$ cat config.mk
export PLATFORM = sky130hd
export DESIGN_NAME = hawk_read_deserializer
export DESIGN_NICKNAME = d
export VERILOG_FILES = /design/src/rtl/hawk_pkg.sv /design/src/rtl/crc16_serial.sv /design/src/rtl/hawk_read_deserializer.sv
export SDC_FILE = /design/constraint.sdc
export NUM_CORES = 1
export LEC_CHECK = 0
export ABC_AREA = 1
export CORE_MARGIN = 3
export CORE_UTILIZATION = 52
export CTS_CLUSTER_SIZE = 28
export DETAILED_ROUTE_END_ITERATION = 8
export PLACE_DENSITY = 0.75
export SLEW_MARGIN = 10
export SYNTH_ARGS = -nofsm -noshare
export SYNTH_HDL_FRONTEND = slang
export SYNTH_HIERARCHICAL = 1
export SYNTH_SLANG_ARGS = --single-unit
$ cat constraint.sdc
create_clock -name clk -period 1.55 [get_ports clk]
set_clock_uncertainty 0.05 [all_clocks]
set_input_delay 0.155 -clock clk [delete_from_list [all_inputs] [get_ports clk]]
set_output_delay 0.155 -clock clk [all_outputs]
set_load 0.01 [all_outputs]
$ cat src/rtl/hawk_pkg.sv
// Shared state encoding and CRC constants for the Hawk read path.
package hawk_pkg;
    localparam int          WORD_W   = 16;
    localparam logic [15:0] CRC_POLY = 16'h8005;
    localparam logic [15:0] CRC_INIT = 16'h0000;

    typedef enum logic [2:0] {IDLE, PREAMBLE, HEADER, DATA, CRC} state_e;
endpackage

$ cat src/rtl/crc16_serial.sv
// Serial CRC-16 (CRC_POLY, CRC_INIT), MSB-first, one bit per bit_valid.
// Latency: crc reflects a bit the cycle after bit_valid.
// No backpressure; clear has priority over bit_valid.
module crc16_serial
    import hawk_pkg::*;
(
    input  logic        clk,
    input  logic        reset,
    input  logic        clear,
    input  logic        bit_valid,
    input  logic        bit_in,
    output logic [15:0] crc
);
    logic [15:0] crc_q, crc_d;

    always_comb begin
        crc_d = crc_q;
        if (clear) begin
            crc_d = CRC_INIT;
        end else if (bit_valid) begin
            crc_d = {crc_q[14:0], 1'b0} ^ ((crc_q[15] ^ bit_in) ? CRC_POLY : 16'h0000);
        end
    end

    always_ff @(posedge clk) begin
        if (reset) crc_q <= CRC_INIT;
        else       crc_q <= crc_d;
    end

    assign crc = crc_q;
endmodule

$ cat src/rtl/hawk_read_deserializer.sv
// Hawk read deserializer: finds sync after the zero preamble, emits header/data words, checks CRC (HAWK_DESER_CRC_EN).
// Latency: pulses appear 4 clk after the rd_clock pin edge (2 sync flops, edge register, output register).
// No backpressure: every word is a single-cycle pulse; sector strobe or i_en low abandons the frame.
module hawk_read_deserializer
    import hawk_pkg::*;
#(
    parameter int DATA_WORDS   = 256,
    parameter int MIN_PREAMBLE = 16,
    parameter int MAX_PREAMBLE = 512
) (
    input  logic              clk,
    input  logic              reset,
    input  logic              i_rd_clock,
    input  logic              i_rd_data,
    input  logic              i_sector,
    input  logic              i_en,
    output logic [WORD_W-1:0] o_word,
    output logic              o_word_valid,
    output logic              o_header,
    output logic              o_done,
    output logic              o_crc_err,
    output logic              o_sync_err,
    output logic              o_busy
);
    localparam int             WCW       = $clog2(DATA_WORDS + 1);
    localparam int             ZCW       = $clog2(MAX_PREAMBLE + 1);
    localparam logic [WCW-1:0] LAST_WORD = WCW'(DATA_WORDS - 1);
    localparam logic [ZCW-1:0] MIN_ZEROS = ZCW'(MIN_PREAMBLE);
    localparam logic [ZCW-1:0] MAX_ZEROS = ZCW'(MAX_PREAMBLE);
    localparam logic [ZCW-1:0] LAST_PRE  = ZCW'(MAX_PREAMBLE - 1);

    // [1:0] are the synchronizer stages, [2] holds the previous synchronized level
    logic [2:0]        rclk_sync_q, rclk_sync_d;
    logic [1:0]        rdat_sync_q, rdat_sync_d;
    logic [2:0]        sect_sync_q, sect_sync_d;
    logic              bit_evt_q, bit_evt_d, bit_dat_q, bit_dat_d, sect_evt_q, sect_evt_d;
    state_e            state_q, state_d;
    logic [ZCW-1:0]    zero_cnt_q, zero_cnt_d, bit_cnt_q, bit_cnt_d;
    logic [3:0]        bit_pos_q, bit_pos_d;
    logic [WCW-1:0]    word_cnt_q, word_cnt_d;
    logic [WORD_W-1:0] shift_q, shift_d, word_q, word_d, shift_nx;
    logic              word_valid_q, word_valid_d, header_q, header_d, done_q, done_d;
    logic              crc_err_q, crc_err_d, sync_err_q, sync_err_d;

`ifdef HAWK_DESER_CRC_EN
    logic [15:0] crc_calc;
    logic        crc_bit_vld;

    // Only header and data bits feed the CRC; the register idles cleared during PREAMBLE
    assign crc_bit_vld = bit_evt_q & ~sect_evt_q & i_en & ((state_q == HEADER) | (state_q == DATA));

    crc16_serial u_crc (
        .clk       (clk),
        .reset     (reset),
        .clear     (state_q == PREAMBLE),
        .bit_valid (crc_bit_vld),
        .bit_in    (bit_dat_q),
        .crc       (crc_calc)
    );
`endif

    always_comb begin
        rclk_sync_d = {rclk_sync_q[1:0], i_rd_clock};
        rdat_sync_d = {rdat_sync_q[0], i_rd_data};
        sect_sync_d = {sect_sync_q[1:0], i_sector};
        bit_evt_d   = rclk_sync_q[1] & ~rclk_sync_q[2];
        bit_dat_d   = rdat_sync_q[1];
        sect_evt_d  = sect_sync_q[1] & ~sect_sync_q[2];
    end

    always_comb begin
        state_d      = state_q;
        zero_cnt_d   = zero_cnt_q;
        bit_cnt_d    = bit_cnt_q;
        bit_pos_d    = bit_pos_q;
        word_cnt_d   = word_cnt_q;
        shift_d      = shift_q;
        word_d       = word_q;
        shift_nx     = {shift_q[WORD_W-2:0], bit_dat_q};
        word_valid_d = 1'b0;
        header_d     = 1'b0;
        done_d       = 1'b0;
        crc_err_d    = 1'b0;
        sync_err_d   = 1'b0;
        if (!i_en) begin
            state_d = IDLE;
        end else begin
            case (state_q)
                IDLE: begin
                    if (sect_evt_q) begin
                        state_d    = PREAMBLE;
                        zero_cnt_d = '0;
                        bit_cnt_d  = '0;
                    end
                end
                PREAMBLE: begin
                    if (sect_evt_q) begin
                        zero_cnt_d = '0;
                        bit_cnt_d  = '0;
                    end else if (bit_evt_q) begin
                        if (bit_dat_q && (zero_cnt_q >= MIN_ZEROS)) begin
                            state_d   = HEADER;
                            bit_pos_d = '0;
                        end else if (bit_cnt_q == LAST_PRE) begin
                            state_d    = IDLE;
                            sync_err_d = 1'b1;
                        end else begin
                            bit_cnt_d = bit_cnt_q + 1'b1;
                            if (bit_dat_q)                    zero_cnt_d = '0;
                            else if (zero_cnt_q != MAX_ZEROS) zero_cnt_d = zero_cnt_q + 1'b1;
                        end
                    end
                end
                default: begin
                    // A sector strobe mid-frame wins over a coincident bit, which is dropped
                    if (sect_evt_q) begin
                        state_d    = PREAMBLE;
                        zero_cnt_d = '0;
                        bit_cnt_d  = '0;
                        sync_err_d = 1'b1;
                    end else if (bit_evt_q) begin
                        shift_d   = shift_nx;
                        bit_pos_d = bit_pos_q + 1'b1;
                        if (bit_pos_q == 4'hF) begin
                            if (state_q == CRC) begin
                                state_d = IDLE;
                                done_d  = 1'b1;
`ifdef HAWK_DESER_CRC_EN
                                crc_err_d = (shift_nx != crc_calc);
`endif
                            end else begin
                                word_d       = shift_nx;
                                word_valid_d = 1'b1;
                                if (state_q == HEADER) begin
                                    header_d   = 1'b1;
                                    state_d    = DATA;
                                    word_cnt_d = '0;
                                end else if (word_cnt_q == LAST_WORD) begin
                                    state_d = CRC;
                                end else begin
                                    word_cnt_d = word_cnt_q + 1'b1;
                                end
                            end
                        end
                    end
                end
            endcase
        end
    end

    always_ff @(posedge clk) begin
        if (reset) begin
            rclk_sync_q  <= '0;
            rdat_sync_q  <= '0;
            sect_sync_q  <= '0;
            bit_evt_q    <= 1'b0;
            bit_dat_q    <= 1'b0;
            sect_evt_q   <= 1'b0;
            state_q      <= IDLE;
            zero_cnt_q   <= '0;
            bit_cnt_q    <= '0;
            bit_pos_q    <= '0;
            word_cnt_q   <= '0;
            shift_q      <= '0;
            word_q       <= '0;
            word_valid_q <= 1'b0;
            header_q     <= 1'b0;
            done_q       <= 1'b0;
            crc_err_q    <= 1'b0;
            sync_err_q   <= 1'b0;
        end else begin
            rclk_sync_q  <= rclk_sync_d;
            rdat_sync_q  <= rdat_sync_d;
            sect_sync_q  <= sect_sync_d;
            bit_evt_q    <= bit_evt_d;
            bit_dat_q    <= bit_dat_d;
            sect_evt_q   <= sect_evt_d;
            state_q      <= state_d;
            zero_cnt_q   <= zero_cnt_d;
            bit_cnt_q    <= bit_cnt_d;
            bit_pos_q    <= bit_pos_d;
            word_cnt_q   <= word_cnt_d;
            shift_q      <= shift_d;
            word_q       <= word_d;
            word_valid_q <= word_valid_d;
            header_q     <= header_d;
            done_q       <= done_d;
            crc_err_q    <= crc_err_d;
            sync_err_q   <= sync_err_d;
        end
    end

    assign o_word       = word_q;
    assign o_word_valid = word_valid_q;
    assign o_header     = header_q;
    assign o_done       = done_q;
    assign o_crc_err    = crc_err_q;
    assign o_sync_err   = sync_err_q;
    assign o_busy       = (state_q == HEADER) | (state_q == DATA) | (state_q == CRC);
endmodule
# After elaboration in Yosys (flattened, before gate mapping)
# Cells that the tools add are included.
dict set report word_totals {
  n_memories 0
  latchBits 0
  word_cells 111
  ram_bits 0
  inputBits 6
  romBits 0
  regBits 82
}
dict set report op_classes {
  n_reduce_logical 18
  n_eq_ne 16
  muxes 42
  shift 0
  addsub 4
  magnitude_cmp 1
  multipliers 0
  div_mod_pow 0
  bitwise 13
}
# operator count
set op_table {}
lappend op_table {{$mux 10} 13}
lappend op_table {{$mux 3} 11}
lappend op_table {{$add 10x1->10 const B} 2}
lappend op_table {{$mux 4} 5}
lappend op_table {{$mux 9} 2}
lappend op_table {{$reduce_and 7->1} 2}
lappend op_table {{$ne 2x2->1 const B} 6}
lappend op_table {{$reduce_and 6->1} 2}
lappend op_table {{$eq 10x9->1 const B} 1}
lappend op_table {{$ge 10x5->1 const B} 1}
lappend op_table {{$ne 10x10->1 const B} 1}
lappend op_table {{$reduce_and 5->1} 2}
lappend op_table {{$add 9x1->9 const B} 1}
lappend op_table {{$eq 9x8->1 const B} 1}
lappend op_table {{$not 1->1} 9}
lappend op_table {{$mux 1} 8}
lappend op_table {{$pmux 4 s2} 1}
lappend op_table {{$reduce_or 8->1} 1}
lappend op_table {{$reduce_or 7->1} 1}
lappend op_table {{$eq 3x2->1 const B} 2}
lappend op_table {{$pmux 3 s2} 1}
lappend op_table {{$reduce_bool 3->1} 2}
lappend op_table {{$reduce_bool 5->1} 1}
lappend op_table {{$add 4x1->4 const B} 1}
lappend op_table {{other kinds (13)} 17}

# Longest topological paths before layout
# Gate-level depths: netlist of run 1.
dict set report logic_depth {
  depth_word 8
  ltp_mapped 14
}

# Worst setup path before layout of run 1
# OpenSTA, ideal clock, no wires.
dict set report synth_timing {
  kind {flip-flop to flip-flop}
  from {register word_cnt_q[0]}
  to {register word_cnt_q[8]}
  arrival_time_ps 1558
  stages_incl_launch_ff 14
  required_ps 1372
  period_less_slack_ps 1736
  path_buffers 1
  path_slack_ps -186
  path_cell_list {dfxtp_1 > ha_1 > nand2_1 > inv_1 > nand4_1 > nor2_1 > ha_1 > nand2_1 > inv_1 > nor2_1 > buf_2 > o21ai_0 > o21ai_0 > nor2_1}
}
dict set report synth_between {
  elab_chain_len 3
  word_cells_on_any_way 6
}
# item line_no
set synth_rtl {}
lappend synth_rtl {{start, declared} hawk_read_deserializer.sv:40} ;# logic [WCW-1:0] word_cnt_q, word_cnt_d;
lappend synth_rtl {{start signal, assigned} hawk_read_deserializer.sv:182} ;# word_cnt_q <= word_cnt_d;
lappend synth_rtl {{$add 9x1->9 / $eq 9x8->1 (equally long branches)} {hawk_read_deserializer.sv:141, hawk_read_deserializer.sv:138}}
lappend synth_rtl {{$mux 9 / $ne 2x1->1 (equally long branches)} --}
lappend synth_rtl {{$mux 9 / $reduce_and 7->1 (equally long branches)} --}
# Parallel ways exist; a longest one is shown, timed or not. The select of a mux whose other input is x is not followed.
# A chain may end at the register's enable or synchronous reset.

# Final worst setup path of run 1
dict set report layout_timing {
  from {register word_cnt_q[0]}
  to {register word_cnt_q[6]}
}
# The elaborated chain is that of the path after synthesis.

==> results of run 1 <==
[through the flow]
step	total power [W]	TNS (ps)	hold slack [ps]	setup slack, ps
global placement	0.002279	-7368	328.6	-277.4
floorplan	0.002233	-30.34	212.0	-8.999
CTS	0.004245	-1196	243.9	-141.3
finish	0.004241	-2010	244.2	-225.0
detailed placement	0.002280	-8206	333.8	-285.8
global route	0.004361	-4234	240.7	-341.5
[metal layers]
| metal | up-vias | share of wire (%) | global-route usage [%] |
|---|---|---|---|
| met5 | - | 0 | 0 |
| met4 | 0 | 3.0 | 10.08 |
| met3 | 32 | 4.9 | 4.250 |
| met2 | 110 | 51 | 38.97 |
| met1 | 1777 | 41 | 29.37 |
| li1 | 1951 | - | - |
[cells in the mapped netlist (2+ instances only)]
library cell and number:
ha_1 6, inv_2 2, nor3b_1 2, nand3_1 39, buf_4 2, o21ai_0 39
xor2_1 2, clkbuf_1 6, nand2_1 116, a21oi_1 58, dfxtp_1 82, o31ai_1 2
nand3b_1 2, nor2_4 2, buf_2 6, nand3_2 2, nand4_1 8, nor2_1 65
nor3_1 13, inv_1 71, buf_1 3
[worst max-delay path: stages (launching register included)]
cell and delay, ps:
dfxtp_2 350, ha_4 160, nand2_4 50, inv_2 40, nand4_1 80, nor2_1 60, ha_2 200, nand2_2 70
inv_2 40, nor2_4 190, inv_2 100, nand2_2 80, o21ai_1 80, nand2_1 80, inv_1 50
[flip-flops by register name, summed over array words and instances, names as in the netlist, 3 cells and up]
name         cells
o_word          16
rclk_sync_q      3
zero_cnt_q      10
shift_q         15
sect_sync_q      3
bit_cnt_q       10
state_q          3
word_cnt_q       9
bit_pos_q        4
[cell usage in the layout (no fill, tap or decap), types with 9 or more instances in the layout]
master           count
nor2_2               9
nand3_2              9
inv_1               62
nand3_1             30
inv_2                9
dfxtp_1             63
nor3_1              10
nor2_1              51
nand2_1             95
clkbuf_8             9
dfxtp_2             18
clkdlybuf4s50_1     25
a21oi_2              9
a21oi_1             48
buf_4               76
o21ai_0             29
nand2_2             17
[cell families after synthesis]
| kind of cell | count (synthesis) | synth area share [%] |
|---|---|---|
| adder cells (fa/ha/maj) | 6 | 2.013 |
| other | 1 | 0.1005 |
| XOR/XNOR | 2 | 0.4697 |
| AO/OA/AOI/OAI | 102 | 13.96 |
| buffers and inverters | 92 | 9.862 |
| AND/OR/NAND/NOR | 254 | 29.59 |
| flip-flops | 82 | 44.01 |
[power groups by stage]
stage / combinational [W] / clock (W) / sequential (W)
final: 0.000124 / 0.00200 / 0.00212
after floorplan: 0.0000639 / 0 / 0.00217
after global placement: 0.000108 / 0 / 0.00217
after global routing: 0.000137 / 0.00210 / 0.00212
after detailed placement: 0.000109 / 0 / 0.00217
after CTS: 0.000113 / 0.00201 / 0.00212
[layout make-up]
| class | instances | area share (%) |
|---|---|---|
| multi-input combinational | 365 | 38.30 |
| clock buffer | 9 | 2.301 |
| inverter | 74 | 5.392 |
| tap | 96 | 2.231 |
| sequential | 82 | 30.98 |
| clock inverter | 7 | 2.417 |
| timing repair buffer | 113 | 18.38 |
[final timing paths]
kind / endpoint / start / cells past startpoint
setup / recovery: word_cnt_q[6] / word_cnt_q[0] / 14
hold / removal: rclk_sync_q[0] / i_rd_clock / 3
setup reg to reg: word_cnt_q[6] / word_cnt_q[0] / 14
hold reg to reg: bit_evt_q / rclk_sync_q[2] / 1
[what timing repair did]
item                       in CTS  in global routing
gates cloned                    1                  0
pin swaps                      15                 36
resized for setup              33                 98
setup endpoints to repair      48                 67
buffers inserted               13                  6
==> flow_summary.yaml, run 1 <==
clock_tree:
  path_clk_slew_ps: 90
  cts_buffers: 9
  cts-root-buf: "clkbuf_8"
  cts.sink_count: 82
  insertion_delay_ps: 370
  cts_buffer_depth: 2
  cts_tree: "yes"
  htreeDepth: 3
  hold_buffers: 0
power:
  power_density_mw_per_mm2: 787.7
  seqPwrFrac_pct: 50.0
  comb_power_share_pct: 2.9
  p_int_w: 0.003265
  ir_drop_uv: 667.0
  leakage_nw: 2.177
  p_switching_w: 0.0009758
  power_frac_clock_pct: 47.1
  swShare_pct: 23.01
flow_run:
  drv_cap: 0
detailed_routing:
  via_per_inst: 5.188
  drc_errors: 0
  ant_nets: 0
  vias: 3870
  first_pass_iters: 5
  drt_iter0_markers: 333
  wl_um: 10170
  routedWlPerCell_um: 13.63
synthesis:
  ys_seq_elements: 82
  synth_ff_type: "dfxtp_1"
  synthTopCellsByArea: "dfxtp_1 (44%), nand2_1 (12%), a21oi_1 (7.8%), inv_1 (7.1%), nor2_1 (6.5%)"
  avgSynthCellArea_um2: 6.920
  syn_area_mm2: 0.003730
  synth_top_area_cell: "dfxtp_1"
  ys_seq_area_share_pct: 44.01
  synth_top_area_share_pct: 44.01
  async_flop_share_pct: 0
  synth-edff-count: 0
  yosys_warnings: 6
  synth_nets: 551
  synthCells: 539
  synth.distinct_cells: 32
final_layout:
  fillCellCount: 442
  area_growth_pct: 44.35
  final_layout_size_suffix_gt1_share_pct: 31.85
  nNetsFinal: 657
  final_util_pct: 78.38
  antenna-diode-count: 0
  design_area_mm2: 0.005384
  seq_area_mm2: 0.001668
  multiInputGateArea_mm2: 0.002062
  final_cells: 746
floorplan:
  num_rows: 30
  initial_utilization_pct: 54.30
  io_pins: 28
  die-width_um: 90.69
  fp.dieH_um: 90.69
  die_area_mm2: 0.008225
  core_mm2: 0.006869
place:
  io_buffers: 26
  dp_hpwl_um: 6252
  post-place-cells: 710
  dpl_cell_area_mm2: 0.004573
  gp_congestion: 0.8764
outcome:
  run_status: "finished, violations left"
  violations: "negative setup slack"
critical_path:
  worstPathMaxFanout: 6
  startpoint_type: "register"
  critical_path_class: "reg -> reg"
  crit_path_end_kind: "register"
  crit_required_ps: 1770
  arrival_ps: 2000
  reg2reg_slack_ps: -220
global_route:
  grt_pass1_wl_um: 15890
  grt_max_degree: 26
  grt_usage_pct: 23.33
  grt_pass1_vias: 3600
  overflow: 0
  antenna_found_initial: 0
timing:
  finalMaxSlewViolations: 0
  finalSetupViolCount: 14
  fin_crit_ps: 1775
  fin_crit_sh_pct: 114.5
  setup_ws_ps: -225.0
  grt_setup_unrepaired: "yes"
  finalHoldViolCount: 0
  fmax_mhz: 563.4
worst_hold_path:
  hold_path.class: "in -> reg"
Power figures use the tool's default switching activity.
==> run 2, diff against run 1 <==
SYNTH_HIERARCHICAL = unset   (was 1)
==> results of run 2 <==
The final DEF is identical to that of run 1; final timing and power are the same.
Among the figures that moved: Yosys warning count 6 -> 0
